File: config.mk
export PLATFORM = sky130hd
export DESIGN_NAME = signed_bcd_conv_v_flat
export DESIGN_NICKNAME = d
export VERILOG_FILES = /design/src/rtl/signed_bcd_conv_v_pkg.sv /design/src/rtl/signed_bcd_conv_v_if.sv /design/src/rtl/signed_bcd_conv_v_bcd_add3.sv /design/src/rtl/signed_bcd_conv_v.sv /design/src/flat_wrapper.sv
export SDC_FILE = /design/constraint.sdc
export NUM_CORES = 1
export LEC_CHECK = 0
export BUFFER_PORTS_ARGS = -buffer_cell sky130_fd_sc_hd__clkbuf_2
export CAP_MARGIN = 20
export CELL_PAD_IN_SITES_DETAIL_PLACEMENT = 0
export CELL_PAD_IN_SITES_GLOBAL_PLACEMENT = 2
export CORE_ASPECT_RATIO = 2
export CORE_MARGIN = 3
export CORE_UTILIZATION = 40
export DETAILED_ROUTE_END_ITERATION = 16
export PLACE_DENSITY = 0.87
export SLEW_MARGIN = 40
export SYNTH_ARGS = -nofsm -noshare
export SYNTH_HDL_FRONTEND = slang
export SYNTH_HIERARCHICAL = 1
export SYNTH_SLANG_ARGS = --single-unit
File: constraint.sdc
create_clock -name i_clk -period 4.4 [get_ports i_clk]
set_clock_uncertainty 0.1 [all_clocks]
set_input_delay 0.88 -clock i_clk [delete_from_list [all_inputs] [get_ports i_clk]]
set_output_delay 0.88 -clock i_clk [all_outputs]
set_load 0.01 [all_outputs]
File: src/rtl/signed_bcd_conv_v_pkg.sv
// Shared definitions for the signed binary-to-BCD converter: default sizes,
// FSM state encoding and the shift-counter width helper.
package signed_bcd_conv_v_pkg;

    localparam int W_IN_DEF  = 9;
    localparam int N_DIG_DEF = 3;

    typedef enum logic {
        IDLE  = 1'b0,
        SHIFT = 1'b1
    } state_t;

    function automatic int cnt_width(input int w_in);
        return (w_in > 1) ? $clog2(w_in) : 1;
    endfunction

    localparam int CNT_W_DEF = cnt_width(W_IN_DEF);

endpackage

File: src/rtl/signed_bcd_conv_v_if.sv
// Handshake and result bundle between the calculator, the converter and the
// seven-segment display driver.
interface signed_bcd_conv_v_if
    import signed_bcd_conv_v_pkg::*;
#(
    parameter int W_IN  = W_IN_DEF,
    parameter int N_DIG = N_DIG_DEF
) ();

    logic                 i_valid;
    logic                 o_ready;
    logic [W_IN-1:0]      i_fs;
    logic                 o_valid;
    logic                 o_sign;
    logic [4*N_DIG-1:0]   o_bcd;

    modport master (
        output i_valid,
        output i_fs,
        input  o_ready,
        input  o_valid,
        input  o_sign,
        input  o_bcd
    );

    modport slave (
        input  i_valid,
        input  i_fs,
        output o_ready,
        output o_valid,
        output o_sign,
        output o_bcd
    );

endinterface

File: src/rtl/signed_bcd_conv_v_bcd_add3.sv
// Double-dabble digit correction: a digit of 5 or more gets +3 so the
// following left shift carries correctly into the next decade.
module bcd_add3_v (
    input  logic [3:0] din,
    output logic [3:0] dout
);

    assign dout = (din >= 4'd5) ? (din + 4'd3) : din;

endmodule

File: src/rtl/signed_bcd_conv_v.sv
// Iterative signed binary-to-BCD converter: one magnitude bit per clock,
// sign and packed BCD digits registered and held until the next completion.
module signed_bcd_conv_v
    import signed_bcd_conv_v_pkg::*;
#(
    parameter int W_IN  = W_IN_DEF,
    parameter int N_DIG = N_DIG_DEF
) (
    input  logic                i_clk,
    input  logic                i_rst_n,
    signed_bcd_conv_v_if.slave  bus
);

    localparam int CW = cnt_width(W_IN);
    localparam int BW = 4 * N_DIG;

    state_t           state_reg, state_next;
    logic [CW-1:0]    cnt_reg, cnt_next;
    logic [W_IN-1:0]  mag_reg, mag_next;
    logic [BW-1:0]    work_reg, work_next;
    logic             sign_reg, sign_next;
    logic [BW-1:0]    bcd_reg, bcd_next;
    logic             osign_reg, osign_next;
    logic             valid_reg, valid_next;

    logic [BW-1:0]    corrected;
    logic [BW-1:0]    work_shift;
    logic [W_IN-1:0]  mag_shift;
    logic [W_IN-1:0]  mag_in;
    logic             work_unused;

    genvar gi;
    generate
        for (gi = 0; gi < N_DIG; gi++) begin : g_digit
            bcd_add3_v u_add3 (
                .din  (work_reg[4*gi +: 4]),
                .dout (corrected[4*gi +: 4])
            );
        end
    endgenerate

    // The bit shifted out of the top digit is always zero when 10^N_DIG > 2^(W_IN-1).
    assign {work_unused, work_shift, mag_shift} = {corrected, mag_reg, 1'b0};

    // Two's-complement magnitude; the most negative input maps to 2^(W_IN-1) unsigned.
    assign mag_in = bus.i_fs[W_IN-1] ? ((~bus.i_fs) + W_IN'(1)) : bus.i_fs;

    always_comb begin
        state_next = state_reg;
        cnt_next   = cnt_reg;
        mag_next   = mag_reg;
        work_next  = work_reg;
        sign_next  = sign_reg;
        bcd_next   = bcd_reg;
        osign_next = osign_reg;
        valid_next = 1'b0;
        case (state_reg)
            IDLE: begin
                if (bus.i_valid) begin
                    sign_next  = bus.i_fs[W_IN-1];
                    mag_next   = mag_in;
                    work_next  = '0;
                    cnt_next   = '0;
                    state_next = SHIFT;
                end
            end
            SHIFT: begin
                work_next = work_shift;
                mag_next  = mag_shift;
                cnt_next  = cnt_reg + CW'(1);
                if (cnt_reg == CW'(W_IN - 1)) begin
                    bcd_next   = work_shift;
                    osign_next = sign_reg;
                    valid_next = 1'b1;
                    cnt_next   = '0;
                    state_next = IDLE;
                end
            end
            default: state_next = IDLE;
        endcase
    end

    always_ff @(posedge i_clk or negedge i_rst_n) begin
        if (!i_rst_n) begin
            state_reg <= IDLE;
            cnt_reg   <= '0;
            mag_reg   <= '0;
            work_reg  <= '0;
            sign_reg  <= 1'b0;
            bcd_reg   <= '0;
            osign_reg <= 1'b0;
            valid_reg <= 1'b0;
        end else begin
            state_reg <= state_next;
            cnt_reg   <= cnt_next;
            mag_reg   <= mag_next;
            work_reg  <= work_next;
            sign_reg  <= sign_next;
            bcd_reg   <= bcd_next;
            osign_reg <= osign_next;
            valid_reg <= valid_next;
        end
    end

    assign bus.o_ready = (state_reg == IDLE);
    assign bus.o_valid = valid_reg;
    assign bus.o_sign  = osign_reg;
    assign bus.o_bcd   = bcd_reg;

endmodule

File: src/flat_wrapper.sv
// flat-port wrapper written by rule: the top's interface ports become plain ports
module signed_bcd_conv_v_flat import signed_bcd_conv_v_pkg::*;
#(
    parameter int W_IN  = W_IN_DEF,
    parameter int N_DIG = N_DIG_DEF
)
  (i_clk, i_rst_n, bus_i_valid, bus_i_fs, bus_o_ready, bus_o_valid, bus_o_sign, bus_o_bcd);
  signed_bcd_conv_v_if #(.W_IN(W_IN), .N_DIG(N_DIG)) bus_i ();
  input  logic i_clk;
  input  logic i_rst_n;
  input wire logic [$bits(bus_i.i_valid)-1:0] bus_i_valid;
  input wire logic [$bits(bus_i.i_fs)-1:0] bus_i_fs;
  output wire logic [$bits(bus_i.o_ready)-1:0] bus_o_ready;
  output wire logic [$bits(bus_i.o_valid)-1:0] bus_o_valid;
  output wire logic [$bits(bus_i.o_sign)-1:0] bus_o_sign;
  output wire logic [$bits(bus_i.o_bcd)-1:0] bus_o_bcd;
  assign bus_i.i_valid = bus_i_valid;
  assign bus_i.i_fs = bus_i_fs;
  assign bus_o_ready = bus_i.o_ready;
  assign bus_o_valid = bus_i.o_valid;
  assign bus_o_sign = bus_i.o_sign;
  assign bus_o_bcd = bus_i.o_bcd;
  signed_bcd_conv_v #(.W_IN(W_IN), .N_DIG(N_DIG)) u_core (.i_clk(i_clk), .i_rst_n(i_rst_n), .bus(bus_i));
endmodule
==> results.toml <==
[clocking]
cts_root_buffer = "clkbuf_8"
cts.clk_slew.worst_paths_ns = 0.07
cts_sinks = 41
clockBufferDepth = 2
cts_tree = "yes"
cts_hold_buf = 0
cts_setup_buffers = 0
cts_buffers = 5
htree_levels = 2
clkLatencyLatePin_ns = 0.28
cts.repair.resized = 0

[finish]
antenna_cells = 0
drive_gt1_share_pct = 25.7
final_cell_mix = "dfrtp_1 (41), clkbuf_2 (25), nand2_1 (22)"
area_growth_pct = 12.3
ff_latch_area_um2 = 1030
fillers = 491
final_cell_area_um2 = 2360
multi_input_area_um2 = 996
fin_nets = 239
post-route-util_pct = 47.7
final_common_cell = "dfrtp_1"

[timing]
slew_headroom_pct = 51.0
tns_ns = 0
worst_slew_pin_slew_ns = 0.733
period_minus_slack_ns = 2.01
fmax_mhz = 498
drv_slew = 0
fin_hold_ws_ns = 0.393
setup_viol = 0
hold_violations = 0
rsz0062_at_grt = "false"
period_share_pct = 45.6

[global_route]
grtUsageTotal_pct = 14.9
grt_pass1_wl_um = 7290
grtUsageMet3_pct = 2.51
grt_pass1_vias = 1553
grt.overflow.total = 0
top_usage_layer = "met2"
globalRouteMet2Util_pct = 27.7
met1_usage_pct = 16.4
antenna_found_initial = 0
grt_max_degree = 42

[floorplanning]
rows = 36
die_x_um = 57.3
io_pins = 27
die_h_um = 109
start_util_pct = 42.4
die_area_um2 = 6210
coreArea_um2 = 4950

[worst_setup_path]
r2r_slack_ns = 2.39
slowest_stage = "dfrtp_1"
arrival_ns = 1.03
path_cells = "inv_2, clkbuf_2"
cp_max_fo = 10
max_stage_delay_ns = 0.39
end_kind = "output port"
critical-path-top-delay-family = "flip-flops"
cp-start-kind = "flip-flop"
crit_required_ns = 3.42
critPathBufInv = 2
crit_type = "reg -> out"

[synthesis]
synth_area_per_cell_um2 = 10.9
ys_warn_count = 6
synthesis.nets = 214
syn_area_um2 = 2100
synthCells = 193

[placement]
hpwl_um = 3080
port_buffers = 26
gp_congestion = 0.767
place_area_um2 = 2270

[pwr]
power_uw = 1590
power.density_nw_per_um2 = 673
ir_drop_v = 0.000333
p_leak_uw = 0.00112

[status]
outcome = "finished clean"

[hold_path]
hp-class = "reg -> reg"

[detailed_routing]
first_pass_iters = 4
routed_wl_um = 4110
drt_first_iter_violations = 50
vias_per_cell = 5.39
wl_per_cell_um = 14.9
drcViolationCount = 0
via_count = 1482
ant_nets = 0

[flow_run]
cap_viol_max_count = 0
routing by layer:
metal  wire length [um]  vias to the layer above  part of all wire, %
li1                   -                      721                    -
met1               1670                      732                   41
met2               2280                       27                   56
met3                122                        2                  3.0
met4                 33                        0                 0.80
met5                  0                        -                    0
path summary, 6_finish.rpt:
check / start / endpoint / cells after the start
setup / recovery: u_core/state_reg / bus_o_ready / 2
hold / removal: u_core/mag_reg[7] / u_core/mag_reg[8] / 1
setup reg to reg: u_core/cnt_reg[0] / u_core/bus.o_sign / 5
hold reg to reg: u_core/mag_reg[7] / u_core/mag_reg[8] / 1
max in group asynchronous: i_rst_n / u_core/mag_reg[1] / 1
min in group asynchronous: i_rst_n / u_core/work_reg[3] / 1
power breakdown:
| part | internal [uW] | switching, uW | total (uW) | leakage (uW) |
|---|---|---|---|---|
| logic | 348 | 340 | 688 | 0.000558 |
| registers | 534 | 123 | 657 | 0.000523 |
| clock network | 124 | 118 | 243 | 0.0000443 |
| total | 1010 | 581 | 1590 | 0.00112 |
per-stage QoR:
step	cells	setup slack [ns]
6_report	275	2.39
5_1_grt	275	2.22
4_1_cts	275	2.35
3_5_place_dp	268	2.12
3_3_place_gp	268	1.94
2_1_floorplan	193	2.36
final cells by class:
type | instances | area share, %
multi-input cells | 132 | 42.2
clock buffers | 7 | 3.66
repair buffers | 27 | 5.94
flip-flops and latches | 41 | 43.5
inverters | 11 | 1.75
well taps | 57 | 3.02
Note: power is estimated with default switching activity, not from simulation.
